===== src/rtl/malu_seq_if.sv =====
// Host-side bundle for the sequential matrix ALU: command, load stream,
// result stream and status pulses.
interface malu_seq_if #(
    parameter int BITNESS = 8
);
    logic               i_start;
    logic [7:0]         op_code;
    logic [BITNESS-1:0] size_1;
    logic [BITNESS-1:0] size_2;
    logic               i_valid;
    logic [BITNESS-1:0] i_mat_1;
    logic [BITNESS-1:0] i_mat_2;
    logic               i_stall;
    logic               o_busy;
    logic               o_valid;
    logic [BITNESS-1:0] result_Hi;
    logic [BITNESS-1:0] result_Lo;
    logic               o_ready;
    logic               o_err;

    modport master (
        output i_start, op_code, size_1, size_2,
        output i_valid, i_mat_1, i_mat_2, i_stall,
        input  o_busy, o_valid, result_Hi, result_Lo,
        input  o_ready, o_err
    );

    modport slave (
        input  i_start, op_code, size_1, size_2,
        input  i_valid, i_mat_1, i_mat_2, i_stall,
        output o_busy, o_valid, result_Hi, result_Lo,
        output o_ready, o_err
    );
endinterface


===== src/rtl/malu_seq.sv =====
// Sequential matrix ALU: load two matrices, compute, stream results out.
// Define MALU_SAT_EN to saturate ADD/SUB/MULI and the MAC accumulator.
module malu_seq #(
    parameter int         BITNESS  = 8,
    parameter int         MAX_DIM  = 4,
    parameter logic [7:0] OP_ADD   = 8'h00,
    parameter logic [7:0] OP_SUB   = 8'h01,
    parameter logic [7:0] OP_DOT   = 8'h02,
    parameter logic [7:0] OP_MULI  = 8'h04,
    parameter logic [7:0] OP_TRANS = 8'h06,
    parameter logic [7:0] OP_MMUL  = 8'h07
) (
    input logic      i_clk,
    input logic      reset,
    malu_seq_if.slave bus
);
    localparam int W2 = 2 * BITNESS;
    localparam int N  = MAX_DIM * MAX_DIM;
    localparam int IW = (N > 1) ? $clog2(N) : 1;
    localparam int CW = $clog2(MAX_DIM + 1);
    localparam logic [CW-1:0]      ONE  = CW'(1);
    localparam logic [BITNESS-1:0] DLIM = BITNESS'(MAX_DIM);
`ifdef MALU_SAT_EN
    localparam int EW = W2 + 1;
    localparam logic signed [W2-1:0] SMAX = {1'b0, {(W2-1){1'b1}}};
    localparam logic signed [W2-1:0] SMIN = {1'b1, {(W2-1){1'b0}}};
`else
    localparam int EW = W2;
`endif

    typedef logic signed [BITNESS-1:0] elem_t;
    typedef logic signed [W2-1:0]      wide_t;
    typedef logic signed [EW-1:0]      ext_t;

    typedef enum logic [2:0] {
        IDLE, LOAD, COMPUTE, OUTPUT, DONE
    } state_t;

    function automatic wide_t fit(input ext_t x);
`ifdef MALU_SAT_EN
        if (x > ext_t'(SMAX)) return SMAX;
        if (x < ext_t'(SMIN)) return SMIN;
        return wide_t'(x);
`else
        return x;
`endif
    endfunction

    function automatic logic [IW-1:0] addr(
        input logic [CW-1:0] r,
        input logic [CW-1:0] c
    );
        return IW'(int'(r) * MAX_DIM + int'(c));
    endfunction

    state_t        state;
    logic [7:0]    op_q;
    logic [CW-1:0] r_q, c_q;
    logic [CW-1:0] row, col, k;
    wide_t         acc;
    elem_t         scal;
    logic          err_q;

    elem_t m1 [N];
    elem_t m2 [N];

    logic is_sub, is_dot, is_muli, is_trans, is_mmul;
    assign is_sub   = op_q == OP_SUB;
    assign is_dot   = op_q == OP_DOT;
    assign is_muli  = op_q == OP_MULI;
    assign is_trans = op_q == OP_TRANS;
    assign is_mmul  = op_q == OP_MMUL;

    logic known, bad;
    always_comb begin
        known = bus.op_code inside
            {OP_ADD, OP_SUB, OP_DOT, OP_MULI, OP_TRANS, OP_MMUL};
        bad = (bus.size_1 == '0) || (bus.size_2 == '0)
           || (bus.size_1 > DLIM) || (bus.size_2 > DLIM)
           || !known
           || (bus.op_code == OP_MMUL && bus.size_1 != bus.size_2);
    end

    logic          load_en, load_last;
    logic [IW-1:0] la;
    assign load_en   = (state == LOAD) && bus.i_valid;
    assign la        = addr(row, col);
    assign load_last = (row == r_q - ONE) && (col == c_q - ONE);

    always_ff @(posedge i_clk) begin
        if (load_en) begin
            m1[la] <= bus.i_mat_1;
            m2[la] <= bus.i_mat_2;
        end
    end

    // One multiplier shared by DOT (fed from the load stream) and MMUL
    elem_t mac_a, mac_b;
    wide_t prod, acc_next;
    always_comb begin
        mac_a = bus.i_mat_1;
        mac_b = bus.i_mat_2;
        if (state == COMPUTE) begin
            mac_a = m1[addr(row, k)];
            mac_b = m2[addr(k, col)];
        end
    end
    assign prod     = wide_t'(mac_a) * wide_t'(mac_b);
    assign acc_next = fit(ext_t'(acc) + ext_t'(prod));

    elem_t e1, e2;
    wide_t res;
    assign e1 = m1[la];
    assign e2 = m2[la];

    always_comb begin
        res = '0;
        unique case (1'b1)
            is_sub:   res = fit(ext_t'(e1) - ext_t'(e2));
            is_muli:  res = fit(ext_t'(wide_t'(e1) * wide_t'(scal)));
            is_dot,
            is_mmul:  res = acc;
            is_trans: res = wide_t'(m1[addr(col, row)]);
            default:  res = fit(ext_t'(e1) + ext_t'(e2));
        endcase
    end

    // TRANS walks a C x R output grid
    logic [CW-1:0] rlim, clim;
    logic          out_last;
    assign rlim     = is_trans ? c_q : r_q;
    assign clim     = is_trans ? r_q : c_q;
    assign out_last = is_dot
                   || ((row == rlim - ONE) && (col == clim - ONE));

    always_ff @(posedge i_clk) begin
        if (!reset) begin
            state <= IDLE;
            op_q  <= '0;
            r_q   <= '0;
            c_q   <= '0;
            row   <= '0;
            col   <= '0;
            k     <= '0;
            acc   <= '0;
            scal  <= '0;
            err_q <= 1'b0;
        end else begin
            err_q <= 1'b0;
            unique case (state)
                IDLE: begin
                    if (bus.i_start) begin
                        if (bad) begin
                            err_q <= 1'b1;
                        end else begin
                            op_q  <= bus.op_code;
                            r_q   <= CW'(bus.size_1);
                            c_q   <= CW'(bus.size_2);
                            row   <= '0;
                            col   <= '0;
                            k     <= '0;
                            acc   <= '0;
                            state <= LOAD;
                        end
                    end
                end
                LOAD: begin
                    if (bus.i_valid) begin
                        if (row == '0 && col == '0) scal <= bus.i_mat_2;
                        if (is_dot) acc <= acc_next;
                        if (col == c_q - ONE) begin
                            col <= '0;
                            row <= row + ONE;
                        end else begin
                            col <= col + ONE;
                        end
                        if (load_last) begin
                            row   <= '0;
                            state <= is_mmul ? COMPUTE : OUTPUT;
                        end
                    end
                end
                COMPUTE: begin
                    acc <= acc_next;
                    if (k == r_q - ONE) begin
                        k     <= '0;
                        state <= OUTPUT;
                    end else begin
                        k <= k + ONE;
                    end
                end
                OUTPUT: begin
                    if (!bus.i_stall) begin
                        if (out_last) begin
                            state <= DONE;
                        end else begin
                            if (col == clim - ONE) begin
                                col <= '0;
                                row <= row + ONE;
                            end else begin
                                col <= col + ONE;
                            end
                            if (is_mmul) begin
                                acc   <= '0;
                                state <= COMPUTE;
                            end
                        end
                    end
                end
                DONE: state <= IDLE;
                default: state <= IDLE;
            endcase
        end
    end

    assign bus.o_busy  = state != IDLE;
    assign bus.o_valid = state == OUTPUT;
    assign bus.o_ready = state == DONE;
    assign bus.o_err   = err_q;
    assign {bus.result_Hi, bus.result_Lo} =
        (state == OUTPUT) ? res : '0;
endmodule


===== src/flat_wrapper.sv =====
// flat-port wrapper written by rule: the top's interface ports become plain ports
module malu_seq_flat 
#(
    parameter int         BITNESS  = 8,
    parameter int         MAX_DIM  = 4,
    parameter logic [7:0] OP_ADD   = 8'h00,
    parameter logic [7:0] OP_SUB   = 8'h01,
    parameter logic [7:0] OP_DOT   = 8'h02,
    parameter logic [7:0] OP_MULI  = 8'h04,
    parameter logic [7:0] OP_TRANS = 8'h06,
    parameter logic [7:0] OP_MMUL  = 8'h07
)
  (i_clk, reset, bus_i_start, bus_op_code, bus_size_1, bus_size_2, bus_i_valid, bus_i_mat_1, bus_i_mat_2, bus_i_stall, bus_o_busy, bus_o_valid, bus_result_Hi, bus_result_Lo, bus_o_ready, bus_o_err);
  malu_seq_if #(.BITNESS(BITNESS)) bus_i ();
  input logic i_clk;
  input logic reset;
  input wire logic [$bits(bus_i.i_start)-1:0] bus_i_start;
  input wire logic [$bits(bus_i.op_code)-1:0] bus_op_code;
  input wire logic [$bits(bus_i.size_1)-1:0] bus_size_1;
  input wire logic [$bits(bus_i.size_2)-1:0] bus_size_2;
  input wire logic [$bits(bus_i.i_valid)-1:0] bus_i_valid;
  input wire logic [$bits(bus_i.i_mat_1)-1:0] bus_i_mat_1;
  input wire logic [$bits(bus_i.i_mat_2)-1:0] bus_i_mat_2;
  input wire logic [$bits(bus_i.i_stall)-1:0] bus_i_stall;
  output wire logic [$bits(bus_i.o_busy)-1:0] bus_o_busy;
  output wire logic [$bits(bus_i.o_valid)-1:0] bus_o_valid;
  output wire logic [$bits(bus_i.result_Hi)-1:0] bus_result_Hi;
  output wire logic [$bits(bus_i.result_Lo)-1:0] bus_result_Lo;
  output wire logic [$bits(bus_i.o_ready)-1:0] bus_o_ready;
  output wire logic [$bits(bus_i.o_err)-1:0] bus_o_err;
  assign bus_i.i_start = bus_i_start;
  assign bus_i.op_code = bus_op_code;
  assign bus_i.size_1 = bus_size_1;
  assign bus_i.size_2 = bus_size_2;
  assign bus_i.i_valid = bus_i_valid;
  assign bus_i.i_mat_1 = bus_i_mat_1;
  assign bus_i.i_mat_2 = bus_i_mat_2;
  assign bus_i.i_stall = bus_i_stall;
  assign bus_o_busy = bus_i.o_busy;
  assign bus_o_valid = bus_i.o_valid;
  assign bus_result_Hi = bus_i.result_Hi;
  assign bus_result_Lo = bus_i.result_Lo;
  assign bus_o_ready = bus_i.o_ready;
  assign bus_o_err = bus_i.o_err;
  malu_seq #(.BITNESS(BITNESS), .MAX_DIM(MAX_DIM), .OP_ADD(OP_ADD), .OP_SUB(OP_SUB), .OP_DOT(OP_DOT), .OP_MULI(OP_MULI), .OP_TRANS(OP_TRANS), .OP_MMUL(OP_MMUL)) u_core (.i_clk(i_clk), .reset(reset), .bus(bus_i));
endmodule

===== config.mk =====
export PLATFORM = sky130hd
export DESIGN_NAME = malu_seq_flat
export DESIGN_NICKNAME = d
export VERILOG_FILES = /design/src/rtl/malu_seq_if.sv /design/src/rtl/malu_seq.sv /design/src/flat_wrapper.sv
export SDC_FILE = /design/constraint.sdc
export NUM_CORES = 1
export LEC_CHECK = 0
export ABC_CLOCK_PERIOD_IN_PS = 8500
export BUFFER_PORTS_ARGS = -buffer_cell sky130_fd_sc_hd__buf_2
export CAP_MARGIN = 20
export CORE_MARGIN = 4
export CORE_UTILIZATION = 25
export CTS_CLUSTER_DIAMETER = 50
export CTS_CLUSTER_SIZE = 12
export DETAILED_ROUTE_END_ITERATION = 6
export GPL_TIMING_DRIVEN = 0
export PLACE_DENSITY = 0.38
export SKIP_CTS_REPAIR_TIMING = 1
export SLEW_MARGIN = 20
export SYNTH_ARGS = -nofsm -noshare
export SYNTH_HDL_FRONTEND = slang
export SYNTH_SLANG_ARGS = --single-unit

===== constraint.sdc =====
create_clock -name i_clk -period 8.5 [get_ports i_clk]
set_input_delay 0.85 -clock i_clk [delete_from_list [all_inputs] [get_ports i_clk]]
set_output_delay 0.85 -clock i_clk [all_outputs]
set_load 0.005 [all_outputs]

==> impl_metrics.tcl <==
set metrics [dict create \
    drtIter0Drc 922 \
    hold_viol 0 \
    clock_path_buffers 3 \
    cts_root_buf "clkbuf_16" \
    ys_seq_elements 307 \
    grt_util_met1_pct 21.3 \
    htreeDepth 2 \
    multi_input_area_sq_um 11600 \
    via_count 13800 \
    hpwlAfterDp_um 51600 \
    cpPeakStageDelay_ns 0.71 \
    initial_core_util_pct 25.2 \
    fp.dieH_um 299 \
    finalCritPeriodShare_pct 96.4 \
    core_sq_um 83700 \
    grt_pass1_wl_um 99600 \
    wl_per_cell_um 23.5 \
    grt_overflow_total 0 \
    clkSinkCount 307 \
    seqCellArea_sq_um 8710 \
    power_density_nw_per_um2 162 \
    ys_top_cells_by_area "edfxtp_1 36%, mux4_2 18%, fa_1 12%" \
    synth_async_sr_flop_share_pct 0 \
    grt_max_degree 19 \
    finalSetupViolations 0 \
    final_cell_mix "256 x edfxtp_1, 204 x inv_1, 168 x mux4_2" \
    grt_usage_pct 15.1 \
    clk_latency_ns 0.59 \
    fillCellCount 8446 \
    synth_top_area_share_pct 36.4 \
    synth.avg_cell_area_sq_um 13.4 \
    startpoint_type "register" \
    yosysWarningCount 0 \
    fp-row-count 106 \
    slew-limit-headroom_pct 23.9 \
    die_w_um 299 \
    finalCriticalPeriod_ns 8.20 \
    syn2layout_area_growth_pct 19.9 \
    syn_area_sq_um 21100 \
    tritoncts "yes" \
    clk_pin_slew_ns 0.06 \
    crit_arrival_ns 7.35 \
    drv_cap 0 \
    slew_violations 0 \
    dieArea_sq_um 89200 \
    syn_nets 1846 \
    io_pins 65 \
    synth_flop_cell "edfxtp_1" \
    numCtsBuffers 44 \
    grt_most_used_layer "met2" \
    finalNonFillerCells 2909 \
    fmax_ghz 0.122 \
    final_common_cell "edfxtp_1" \
    critPathLaunch "u_core.col[0]" \
    placed_area_sq_um 23500 \
    synth_edf_count 256 \
    place_inst 2808 \
    post-synth-top-area-cell "edfxtp_1" \
    postLayoutSetupSlackWorst_ns 0.304 \
    worstPathMaxFanout 11 \
    grt_util_met2_pct 25.0 \
    antenna_found_initial 7 \
    drive_gt1_share_pct 25.2 \
    cp.required_ns 7.65 \
    grt_pass1_vias 14500 \
    yosysSeqAreaShare_pct 41.2 \
    min_path_type "reg2reg" \
    ir_drop_mv 0.100 \
    r2r_slack_ns 0.90 \
    hold-worst-slack_ns 0.495 \
    r2r-start "u_core.k[1]" \
    leakage_nw 9.24 \
    pre_cts_slack_ns -0.867 \
    ys_types 73 \
    drcViolationCount 0 \
    critPathKind "reg2out" \
    status "complete, no violations" \
    skew_ns 0.0405 \
    wirelength_um 68400 \
    cp-end-kind "output pin" \
    crit_family "adder cells" \
    worst_pin_slew_ns 1.11 \
    cp_common_cell "fa_1" \
    synthCells 1576 \
    ant_nets 0 \
    hp-start "u_core.acc[5]" \
    total_power_mw 4.11 \
    nets 2012 \
    drt_pre_antenna_iters 5 \
    cp_slowest_cell "mux4_2" \
    place_congestion 0.795 \
    path_buf_inv 7 \
    path_cells "buf_4, buf_12, buf_16, buf_16, mux4_2, mux4_2, and2_1, fa_1, fa_1, fa_1, inv_1, fa_1, inv_1, ha_1, and3_1, a2111o_1, a21o_1, a21oi_2, o21ai_2, xor2_1, nand2_1, a31oi_4, buf_2" \
    port_buffers 63 \
    design_area_sq_um 25300 \
    viasPerCell 4.75 \
    met3_usage_pct 1.90 \
]
## cells by family after synthesis
group | synth area share, %
flip-flops | 41.2
adder cells (fa/ha/maj) | 17.9
AND/OR/NAND/NOR | 7.76
AO/OA/AOI/OAI | 5.52
multiplexers | 19.7
buffers and inverters | 4.91
XOR/XNOR | 3.03
## final timing paths
kind | endpoint | depth (start not counted)
worst max-delay path | bus_result_Hi[5] | 23
worst min-delay path | u_core.acc[5] | 2
worst max register to register | u_core.acc[14] | 23
worst min register to register | u_core.acc[5] | 2
## state kept, by name (all words and copies together), names as in the netlist
| register | cells |
|---|---|
| u_core.acc | 16 |
| u_core.m1 | 128 |
| u_core.r_q | 3 |
| u_core.bus.o_err | 1 |
| u_core.m2 | 128 |
| u_core.op_q | 8 |
| u_core.scal | 8 |
| u_core.k | 3 |
| u_core.c_q | 3 |
| u_core.row | 3 |
| u_core.col | 3 |
| u_core.state | 3 |
## where the power goes
part | leakage, nW | internal (mW) | switching [mW]
registers | 2.71 | 1.63 | 0.0000781
clock network | 0.656 | 0.974 | 0.737
logic | 5.87 | 0.342 | 0.429
## through the flow
stage | util, % | TNS, ns
after floorplan | - | 0
after global placement | 27.3 | -3.48
after detailed placement | 28.1 | -3.13
after CTS | 29.7 | -8.75
after global routing | 30.2 | -0.0139
final | 30.2 | 0
## cell usage after synthesis (3+ instances only)
master and n:
mux2_2 4, or2_2 13, or3_1 5, a22oi_1 5, xor2_1 27, nor2b_1 16, nand4_1 8, buf_1 11
a221oi_1 6, fa_1 128, a222oi_1 3, nor3_1 28, nor2_1 93, a211oi_1 8, and2_1 48, a21oi_1 41
nand2_1 74, buf_2 16, o21bai_1 6, mux4_2 168, nand2b_1 18, clkbuf_1 32, nor4_1 5, inv_1 204
mux2i_1 32, a21o_1 8, nand3_1 9, a31oi_1 9, o31ai_1 4, o22ai_1 3, o21ai_0 22, xnor2_1 46
ha_1 97, dfxtp_1 51, a221o_1 3, and3_1 4, o21ai_1 11, o31a_1 4, edfxtp_1 256, a22o_1 6
## worst register-to-register path: cells and delay by family, from the launching register on
family | cells | cell delay [ns]
AOI/OAI and AO/OA | 5 | 1.03
muxes | 3 | 1.76
and+or+nand+nor | 3 | 0.52
adders and majority gates | 6 | 2.41
buffers and inverters | 5 | 1.24
DFF | 1 | 0.34
xor gates and xnor gates | 1 | 0.17
## final cells by class
type	count	share of cell area, %
inverters	205	3.04
well taps	1134	5.61
diodes	3	0.0297
plain buffers	61	1.66
multi-input cells	1003	45.9
clock inverters	29	1.01
clock buffers	47	4.40
flip-flops and latches	307	34.4
repair buffers	120	3.96
## layer usage
layer,part of all wire (%),wire (um),vias up
met3,5.3,3630,85
met2,47,32300,366
met4,1.7,1130,4
li1,-,-,6124
met5,0.034,23,-
met1,46,31300,7251
No activity file was read; power rests on OpenSTA's default activity.
